File: config.mk
export PLATFORM = sky130hd
export DESIGN_NAME = fetch_stage_flat
export DESIGN_NICKNAME = d
export VERILOG_FILES = /design/src/rtl/fetch_stage_pkg.sv /design/src/rtl/fetch_stage_if.sv /design/src/rtl/fetch_stage_if_id_reg.sv /design/src/rtl/fetch_stage.sv /design/src/flat_wrapper.sv
export SDC_FILE = /design/constraint.sdc
export NUM_CORES = 1
export LEC_CHECK = 0
export CAP_MARGIN = 0
export CORE_ASPECT_RATIO = 0.8
export CORE_MARGIN = 2
export CORE_UTILIZATION = 49
export CTS_CLUSTER_DIAMETER = 60
export CTS_CLUSTER_SIZE = 30
export DETAILED_ROUTE_END_ITERATION = 12
export GPL_TIMING_DRIVEN = 0
export MAX_ROUTING_LAYER = met4
export PLACE_DENSITY_LB_ADDON = 0.3
export SLEW_MARGIN = 10
export SYNTH_ARGS = -nofsm -noshare
export SYNTH_HDL_FRONTEND = slang
export SYNTH_HIERARCHICAL = 1
export SYNTH_SLANG_ARGS = --single-unit
export TNS_END_PERCENT = 10
File: constraint.sdc
create_clock -name clk -period 5.1 [get_ports clk]
set_input_delay 1.275 -clock clk [delete_from_list [all_inputs] [get_ports clk]]
set_output_delay 1.275 -clock clk [all_outputs]
set_load 0.01 [all_outputs]
File: src/rtl/fetch_stage_pkg.sv
// Shared definitions for the MIPS IF stage: datapath width, NOP encoding and fetch FSM states.
package fetch_stage_pkg;

    localparam int unsigned MIPS_DATA_W  = 32;
    localparam int unsigned FETCH_ST_W   = 2;
    localparam logic [31:0] MIPS_NOP     = 32'h0000_0000;  // sll $0,$0,0

    typedef enum logic [FETCH_ST_W-1:0] {
        StReq  = 2'b00,
        StWait = 2'b01,
        StHold = 2'b10,
        StDrop = 2'b11
    } fetch_state_e;

    // Word-align an address by clearing its byte-offset bits.
    function automatic logic [MIPS_DATA_W-1:0] word_align(input logic [MIPS_DATA_W-1:0] addr);
        return {addr[MIPS_DATA_W-1:2], 2'b00};
    endfunction

endpackage

File: src/rtl/fetch_stage_if.sv
// Instruction-memory request/response bus between the fetch stage and instruction memory.
interface fetch_stage_if #(
    parameter int unsigned DATA_W = 32
);
    logic              imem_req_valid;
    logic              imem_req_ready;
    logic [DATA_W-1:0] imem_addr;
    logic              imem_rsp_valid;
    logic [DATA_W-1:0] imem_rsp_data;

    modport master (
        output imem_req_valid,
        output imem_addr,
        input  imem_req_ready,
        input  imem_rsp_valid,
        input  imem_rsp_data
    );

    modport slave (
        input  imem_req_valid,
        input  imem_addr,
        output imem_req_ready,
        output imem_rsp_valid,
        output imem_rsp_data
    );

endinterface

File: src/rtl/fetch_stage_if_id_reg.sv
// IF/ID pipeline register with load, hold (stall) and flush controls.
module fetch_stage_if_id_reg
    import fetch_stage_pkg::*;
#(
    parameter int unsigned       DATA_W    = MIPS_DATA_W,
    parameter logic [DATA_W-1:0] NOP_INSTR = DATA_W'(MIPS_NOP)
) (
    input  logic              clk,
    input  logic              rst,
    input  logic              load,
    input  logic              flush,
    input  logic              stall,
    input  logic [DATA_W-1:0] load_pc,
    input  logic [DATA_W-1:0] load_instr,
    output logic              valid,
    output logic [DATA_W-1:0] pc,
    output logic [DATA_W-1:0] pc_plus4,
    output logic [DATA_W-1:0] instr
);

    logic              valid_q;
    logic [DATA_W-1:0] pc_q;
    logic [DATA_W-1:0] pc_plus4_q;
    logic [DATA_W-1:0] instr_q;

    // Flush beats load beats hold; an invalid slot always presents NOP.
    always_ff @(posedge clk) begin
        if (!rst) begin
            valid_q    <= 1'b0;
            pc_q       <= '0;
            pc_plus4_q <= '0;
            instr_q    <= NOP_INSTR;
        end else if (flush) begin
            valid_q <= 1'b0;
            instr_q <= NOP_INSTR;
        end else if (load) begin
            valid_q    <= 1'b1;
            pc_q       <= load_pc;
            pc_plus4_q <= load_pc + DATA_W'(4);
            instr_q    <= load_instr;
        end else if (!stall) begin
            valid_q <= 1'b0;
            instr_q <= NOP_INSTR;
        end
    end

    assign valid    = valid_q;
    assign pc       = pc_q;
    assign pc_plus4 = pc_plus4_q;
    assign instr    = instr_q;

endmodule

File: src/rtl/fetch_stage.sv
// MIPS IF stage: one outstanding instruction fetch, next-PC generation, IF/ID loading with
// stall buffering, redirect flush and discard of stale responses.
module fetch_stage
    import fetch_stage_pkg::*;
#(
    parameter int unsigned       DATA_W    = MIPS_DATA_W,
    parameter logic [DATA_W-1:0] NOP_INSTR = DATA_W'(MIPS_NOP)
) (
    input  logic              clk,
    input  logic              rst,
    input  logic [DATA_W-1:0] pc,
    output logic [DATA_W-1:0] pc_next,
    input  logic              redirect_valid,
    input  logic [DATA_W-1:0] redirect_target,
    input  logic              stall_id,
    fetch_stage_if.master     imem,
    output logic              if_id_valid,
    output logic [DATA_W-1:0] if_id_pc,
    output logic [DATA_W-1:0] if_id_pc_plus4,
    output logic [DATA_W-1:0] if_id_instr
);

    fetch_state_e      state_q, state_d;
    logic [DATA_W-1:0] req_pc_q, req_pc_d;
    logic [DATA_W-1:0] hold_pc_q, hold_pc_d;
    logic [DATA_W-1:0] hold_instr_q, hold_instr_d;

    logic              req_valid;
    logic              ifid_load;
    logic              ifid_flush;
    logic [DATA_W-1:0] ld_pc;
    logic [DATA_W-1:0] ld_instr;
    logic [DATA_W-1:0] target_aligned;
    logic              rsp;

    assign rsp            = imem.imem_rsp_valid;
    assign target_aligned = {redirect_target[DATA_W-1:2], 2'b00};

    always_comb begin
        state_d      = state_q;
        req_pc_d     = req_pc_q;
        hold_pc_d    = hold_pc_q;
        hold_instr_d = hold_instr_q;
        pc_next      = pc;
        req_valid    = 1'b0;
        ifid_load    = 1'b0;
        ifid_flush   = 1'b0;
        ld_pc        = req_pc_q;
        ld_instr     = imem.imem_rsp_data;

        if (!rst) begin
            pc_next = '0;
        end else if (redirect_valid) begin
            // Any response landing this cycle belongs to the wrong path and is dropped.
            pc_next      = target_aligned;
            ifid_flush   = 1'b1;
            hold_pc_d    = '0;
            hold_instr_d = NOP_INSTR;
            case (state_q)
                StWait:  state_d = rsp ? StReq : StDrop;
                StHold:  state_d = StReq;
                StDrop:  state_d = rsp ? StReq : StDrop;
                default: state_d = StReq;
            endcase
        end else begin
            case (state_q)
                StReq: begin
                    req_valid = 1'b1;
                    if (imem.imem_req_ready) begin
                        pc_next  = pc + DATA_W'(4);
                        req_pc_d = pc;
                        state_d  = StWait;
                    end
                end
                StWait: begin
                    if (rsp) begin
                        if (!stall_id || !if_id_valid) begin
                            ifid_load = 1'b1;
                            state_d   = StReq;
                        end else begin
                            hold_pc_d    = req_pc_q;
                            hold_instr_d = imem.imem_rsp_data;
                            state_d      = StHold;
                        end
                    end
                end
                StHold: begin
                    if (!stall_id) begin
                        ifid_load    = 1'b1;
                        ld_pc        = hold_pc_q;
                        ld_instr     = hold_instr_q;
                        hold_pc_d    = '0;
                        hold_instr_d = NOP_INSTR;
                        state_d      = StReq;
                    end
                end
                StDrop: begin
                    if (rsp) begin
                        state_d = StReq;
                    end
                end
                default: state_d = StReq;
            endcase
        end
    end

    always_ff @(posedge clk) begin
        if (!rst) begin
            state_q      <= StReq;
            req_pc_q     <= '0;
            hold_pc_q    <= '0;
            hold_instr_q <= NOP_INSTR;
        end else begin
            state_q      <= state_d;
            req_pc_q     <= req_pc_d;
            hold_pc_q    <= hold_pc_d;
            hold_instr_q <= hold_instr_d;
        end
    end

    assign imem.imem_req_valid = req_valid;
    assign imem.imem_addr      = pc;

    fetch_stage_if_id_reg #(
        .DATA_W    (DATA_W),
        .NOP_INSTR (NOP_INSTR)
    ) u_if_id_reg (
        .clk        (clk),
        .rst        (rst),
        .load       (ifid_load),
        .flush      (ifid_flush),
        .stall      (stall_id),
        .load_pc    (ld_pc),
        .load_instr (ld_instr),
        .valid      (if_id_valid),
        .pc         (if_id_pc),
        .pc_plus4   (if_id_pc_plus4),
        .instr      (if_id_instr)
    );

endmodule

File: src/flat_wrapper.sv
// flat-port wrapper written by rule: the top's interface ports become plain ports
module fetch_stage_flat import fetch_stage_pkg::*;
#(
    parameter int unsigned       DATA_W    = MIPS_DATA_W,
    parameter logic [DATA_W-1:0] NOP_INSTR = DATA_W'(MIPS_NOP)
)
  (clk, rst, pc, pc_next, redirect_valid, redirect_target, stall_id, if_id_valid, if_id_pc, if_id_pc_plus4, if_id_instr, imem_imem_req_valid, imem_imem_addr, imem_imem_req_ready, imem_imem_rsp_valid, imem_imem_rsp_data);
  fetch_stage_if #(.DATA_W(DATA_W)) imem_i ();
  input  logic clk;
  input  logic rst;
  input  logic [DATA_W-1:0] pc;
  output logic [DATA_W-1:0] pc_next;
  input  logic redirect_valid;
  input  logic [DATA_W-1:0] redirect_target;
  input  logic stall_id;
  output logic if_id_valid;
  output logic [DATA_W-1:0] if_id_pc;
  output logic [DATA_W-1:0] if_id_pc_plus4;
  output logic [DATA_W-1:0] if_id_instr;
  output wire logic [$bits(imem_i.imem_req_valid)-1:0] imem_imem_req_valid;
  output wire logic [$bits(imem_i.imem_addr)-1:0] imem_imem_addr;
  input wire logic [$bits(imem_i.imem_req_ready)-1:0] imem_imem_req_ready;
  input wire logic [$bits(imem_i.imem_rsp_valid)-1:0] imem_imem_rsp_valid;
  input wire logic [$bits(imem_i.imem_rsp_data)-1:0] imem_imem_rsp_data;
  assign imem_imem_req_valid = imem_i.imem_req_valid;
  assign imem_imem_addr = imem_i.imem_addr;
  assign imem_i.imem_req_ready = imem_imem_req_ready;
  assign imem_i.imem_rsp_valid = imem_imem_rsp_valid;
  assign imem_i.imem_rsp_data = imem_imem_rsp_data;
  fetch_stage #(.DATA_W(DATA_W), .NOP_INSTR(NOP_INSTR)) u_core (.clk(clk), .rst(rst), .pc(pc), .pc_next(pc_next), .redirect_valid(redirect_valid), .redirect_target(redirect_target), .stall_id(stall_id), .imem(imem_i), .if_id_valid(if_id_valid), .if_id_pc(if_id_pc), .if_id_pc_plus4(if_id_pc_plus4), .if_id_instr(if_id_instr));
endmodule
=== Word level (Yosys, flattened, before mapping) ===
Cells that the tools add are included.

* Reductions and logical operators: 12
* Bitwise logic cells: 3
* Add/sub/neg operators: 2
* Eq/ne operators: 11
* Mux-type cells: 41

{| class="wikitable"
|+ Operators by type and width
! cell !! number
|-
| 2-to-1 mux 32 bit || 17
|-
| one-hot mux 32 bit (2 select lines) || 2
|-
| adder 32 x 3 -> 32 bit (second input constant) || 2
|-
| 2-to-1 mux 2 bit || 8
|-
| 2-to-1 mux 1 bit || 12
|-
| inequality test 3 bit (second input constant) || 4
|-
| one-hot mux 2 bit (4 select lines) || 1
|-
| AND reduction 4 bit || 2
|-
| inequality test 2 bit (second input constant) || 3
|-
| OR reduction 2 bit || 3
|-
| equality test 2 bit (second input constant) || 2
|-
| inverter 1 bit || 3
|-
| AND reduction 3 bit || 1
|-
| equality test 2 x 1 -> 1 bit (second input constant) || 1
|-
| logical NOT 1 bit || 2
|-
| logical NOT 2 bit || 1
|-
| inequality test 2 x 1 -> 1 bit (second input constant) || 1
|-
| one-hot mux 1 bit (2 select lines) || 1
|-
| AND reduction 2 bit || 1
|-
| nonzero test 2 bit || 1
|-
| logical OR 1 bit || 1
|}

* Output and inout bits: 162
* Register bits: 195
* Logic and storage cells: 77
* Bits of input ports: 102

=== Longest topological paths before layout ===
* Word-level depth: 8
* Mapped depth: 11
* Mapped depth without buffers: 10

=== Hierarchy ===
The synthesis kept the hierarchy.

{| class="wikitable"
|+ Modules (own cells, without submodules)
! module !! instances !! cells an instance !! area each (um2) !! sequential area each (um2)
|-
| fetch_stage || 1 || 750 || 6,030.8 || 1,961.9
|-
| fetch_stage_if_id_reg || 1 || 523 || 3,976.3 || 1,901.8
|}

=== Worst setup path after synthesis ===
OpenSTA, ideal clock, no wires.

* Path kind: input-to-output
* From: input port pc[5]
* To: output port pc_next[24]
* Slack: 885 ps
* Path buffers: 2
* Required time: 3,825 ps
* Stages on the path: 6
* Arrival time: 2,940 ps
* Cell sequence: clkbuf_2 -> nand4_2 -> or4_1 -> clkbuf_2 -> or4_1 -> a31oi_1

* Cells in the longest elaborated chain, start to end: 5

{| class="wikitable"
|+ RTL lines
! item !! line !! source
|-
| start, declared || flat_wrapper.sv:11 || <nowiki>input logic [DATA_W-1:0] pc;</nowiki>
|-
| adder 32 x 3 -> 32 bit || fetch_stage.sv:70 || <nowiki>pc_next = pc + DATA_W'(4);</nowiki>
|-
| 2-to-1 mux 32 bit || fetch_stage.sv:69 || <nowiki>if (imem.imem_req_ready) begin</nowiki>
|-
| 2-to-1 mux 32 bit || fetch_stage.sv:66 || <nowiki>case (state_q)</nowiki>
|-
| 2-to-1 mux 32 bit || fetch_stage.sv:53 || <nowiki>end else if (redirect_valid) begin</nowiki>
|-
| 2-to-1 mux 32 bit || fetch_stage.sv:51 || <nowiki>if (!rst) begin</nowiki>
|-
| end, declared || flat_wrapper.sv:12 || <nowiki>output logic [DATA_W-1:0] pc_next;</nowiki>
|}

No other way between the ends.

=== Final worst setup path ===
* From: input port pc[23]
* To: output port pc_next[30]

Same word-level chain as after synthesis.

==> run_results.csv <==
group,metric,value,unit
outcome,status,"completed",
setup_path,rrSetupSlack,970,ps
final_layout,num_antenna_cells,0,
clocking,cts_tree,"built",
clocking,clock_path_buffers,2,
clocking,cts.sinks,193,
sta,period_minus_slack,5050,ps
setup_path,r2r_start,"u_core/state_q[0]",
logic_synthesis,synthCells,1273,
die,dieArea,0.0216,mm2
setup_path,crit_buf_inv,2,
clocking,clock_latency,440,ps
setup_path,cp_max_fo,8,
logic_synthesis,syn_area,0.0100,mm2
final_layout,finalInstanceArea,0.0135,mm2
logic_synthesis,async_flop_share,0,
setup_path,cpLargestDelayFamily,"buffers and inverters",
sta,setup_slack,51.6,ps
die,core.rowCount,46,
die,die_w,164,um
setup_path,worstSetupEndpoint,"pc_next[30]",
final_layout,seq_area,0.00386,mm2
power,leakagePower,4.57,nW
routing,post-route-drc-count,0,
setup_path,worstSetupStartpointType,"input pin",
setup_path,cp-end-kind,"output pin",
setup_path,path_depth,6,
sta,hold_violations,0,
routing,drt-vias-per-instance,5.74,
final_layout,drive_gt1_frac,0.105,
setup_path,crit_start,"pc[23]",
die,core_area,0.0199,mm2
logic_synthesis,synth.avg_cell_area,7.86,um2
clocking,post_cts_hold_buffer_count,0,
sta,worstMarginPinSlew,897,ps
clocking,cts_buffers,17,
final_layout,multi_input_area,0.00547,mm2
power,powerDensity,242,mW/mm2
setup_path,slowest_delay,680,ps
sta,slew_viol_final,0,
setup_path,reg2reg_depth,11,
routing,drt_iter0_drc,1117,
placed_design,post-place-ws,-939,ps
final_layout,final.fill_count,1698,
logic_synthesis,synth_nets,1381,
sta,setup_viol,0,
setup_path,cp.arrival,3770,ps
routing,totalWireLength,32300,um
die,start_util,0.503,
min_path,hp-class,"register to register",
logic_synthesis,synth-edff-count,0,
power,ir_drop,0.213,mV
clocking,path_clk_slew,70,ps
setup_path,slowest_stage,"clkdlybuf4s50_1",
placed_design,place.gp.congestion,0.930,
placed_design,numPortBuffers,259,
logic_synthesis,ys_ff_latch,193,
final_layout,area.growth.synth_to_final,35.1,%
flow_run,maxCapViolations,0,
global_routing,antenna_found_initial,0,
sta,min_period_over_period,0.990,
routing,first_pass_iters,6,
global_routing,grt.total_usage,0.301,
final_layout,fin_nets,1659,
setup_path,critical_path_class,"input pin to output pin",
global_routing,grt_pass1_vias,9983,
logic_synthesis,ys_seq_area_frac,0.386,
routing,num_vias,10500,
sta,finalClockSkew,13.0,ps
clocking,htreeDepth,4,
global_routing,grt_max_degree,21,
clocking,cts_root_buf,"clkbuf_16",
global_routing,overflow,0,
sta,whs,451,ps
sta,maxSlewHeadroom,0.397,
logic_synthesis,yosysUniqueCellTypes,56,
placed_design,place_area,0.0129,mm2
logic_synthesis,ys.flop_type,"dfxtp_1",
placed_design,hpwlAfterDp,23800,um
global_routing,grt_pass1_wl,51200,um
setup_path,crit_top_cell,"clkdlybuf4s50_1",
sta,rsz0062_at_grt,"yes",
routing,postRouteAntennaNets,0,
sta,timing.fmax,198,MHz
die,pin_count,264,
logic_synthesis,ys_warn_count,6,
die,dieHeight,132,um
setup_path,critPathRequiredTime,3830,ps
routing,wl_per_cell,17.7,um
setup_path,r2r-end,"u_core/u_if_id_reg/pc_plus4[26]",
setup_path,path_cells,"clkdlybuf4s50_1, nand4_1, or2_2, or4_1, a31oi_1, clkdlybuf4s50_1",
how the worst min path moves through the flow:
stage	start	end	slack [ps]	cells after the start
4_1_cts	u_core/hold_pc_q[16]	u_core/hold_pc_q[16]	450	2
2_1_floorplan	u_core/hold_instr_q[0]	u_core/hold_instr_q[0]	430	2
6_report	u_core/hold_pc_q[23]	u_core/hold_pc_q[23]	450	2
3_5_place_dp	u_core/hold_pc_q[7]	u_core/hold_pc_q[7]	440	2
3_3_place_gp	u_core/hold_pc_q[2]	u_core/hold_pc_q[2]	430	2
5_1_grt	u_core/hold_pc_q[7]	u_core/hold_pc_q[7]	460	2
cell families after synthesis:
logic type / Yosys count / synth area share
compound gates: 287 / 0.171
xor+xnor: 23 / 0.0201
fa+ha+maj: 6 / 0.00750
buf+inv: 147 / 0.0715
flops: 193 / 0.386
mux: 65 / 0.0730
simple gates: 552 / 0.271
power by group:
part	switching, mW	leakage, nW	internal, mW
Sequential	0.0134	1.56	1.52
Clock	0.656	0.281	0.658
Combinational	0.216	2.73	0.205
Total	0.885	4.57	2.38
timing repair:
action                     CTS  global route
buffers inserted             0             0
gates cloned                 0             0
setup endpoints to repair   32            23
gates resized for setup     29            19
sequential cells by signal, summed over array words and instances, names as in the netlist:
signal,cells
u_core/hold_pc_q,32
u_core/u_if_id_reg/pc_plus4,30
u_core/hold_instr_q,32
u_core/req_pc_q,32
u_core/u_if_id_reg/pc,32
u_core/u_if_id_reg/instr,32
u_core/state_q,2
u_core/u_if_id_reg/valid,1
worst register-to-register path, cell delays in order (launching register included):
cell and delay [ps]:
dfxtp_1 350, inv_1 100, ha_1 300, nand2b_1 180, nor2_2 550, clkbuf_1 540
mux2_2 350, ha_1 260, nand3_1 230, nor4_2 720, a311oi_1 230, nor3_1 240
stage by stage:
step           TNS (ps)  utilization  instances  power [mW]
2_1_floorplan         0            -       1273        1.76
3_3_place_gp     -12580        0.649       1796        1.98
3_5_place_dp     -13480        0.650       1796        1.99
4_1_cts               0        0.679       1828        3.28
5_1_grt           -16.5        0.679       1828        3.38
6_report              0        0.679       1828        3.27
cell type report:
| cell class | instances | share of cell area |
|---|---|---|
| Clock inverter | 15 | 0.0114 |
| Inverter | 15 | 0.00416 |
| Tap cell | 264 | 0.0244 |
| Multi-Input combinational cell | 933 | 0.404 |
| Sequential cell | 193 | 0.286 |
| Timing Repair Buffer | 259 | 0.189 |
| Clock buffer | 17 | 0.0315 |
| Buffer | 132 | 0.0490 |
cells in the final DEF (no fill, tap or decap), types with 32 or more instances in the layout:
master / Yosys / layout
nand3b_1: 64 / 64
nor2_1: 85 / 84
o21ai_0: 44 / 44
nand2_1: 256 / 256
clkdlybuf4s50_1: 0 / 240
buf_4: 34 / 34
dfxtp_1: 193 / 193
clkbuf_1: 86 / 83
mux2_2: 64 / 64
a21oi_1: 143 / 143
a21boi_0: 32 / 32
routing by layer:
metal	part of all wire	global-route usage
met1	0.43	0.395
met2	0.46	0.463
met3	0.093	0.0692
met4	0.019	0.0848
met5	0	-
synthesized netlist by cell type, types with 24 or more instances:
master / number / area share
nand3b_1: 64 / 0.048
a21oi_1: 143 / 0.072
nand3_1: 32 / 0.016
mux2_2: 64 / 0.072
a21boi_0: 32 / 0.024
nor3_1: 24 / 0.012
o21ai_0: 44 / 0.022
buf_4: 34 / 0.026
clkbuf_1: 86 / 0.032
nand2_1: 256 / 0.096
dfxtp_1: 193 / 0.39
nor2_1: 85 / 0.032
(Power assumes the default switching activity.)
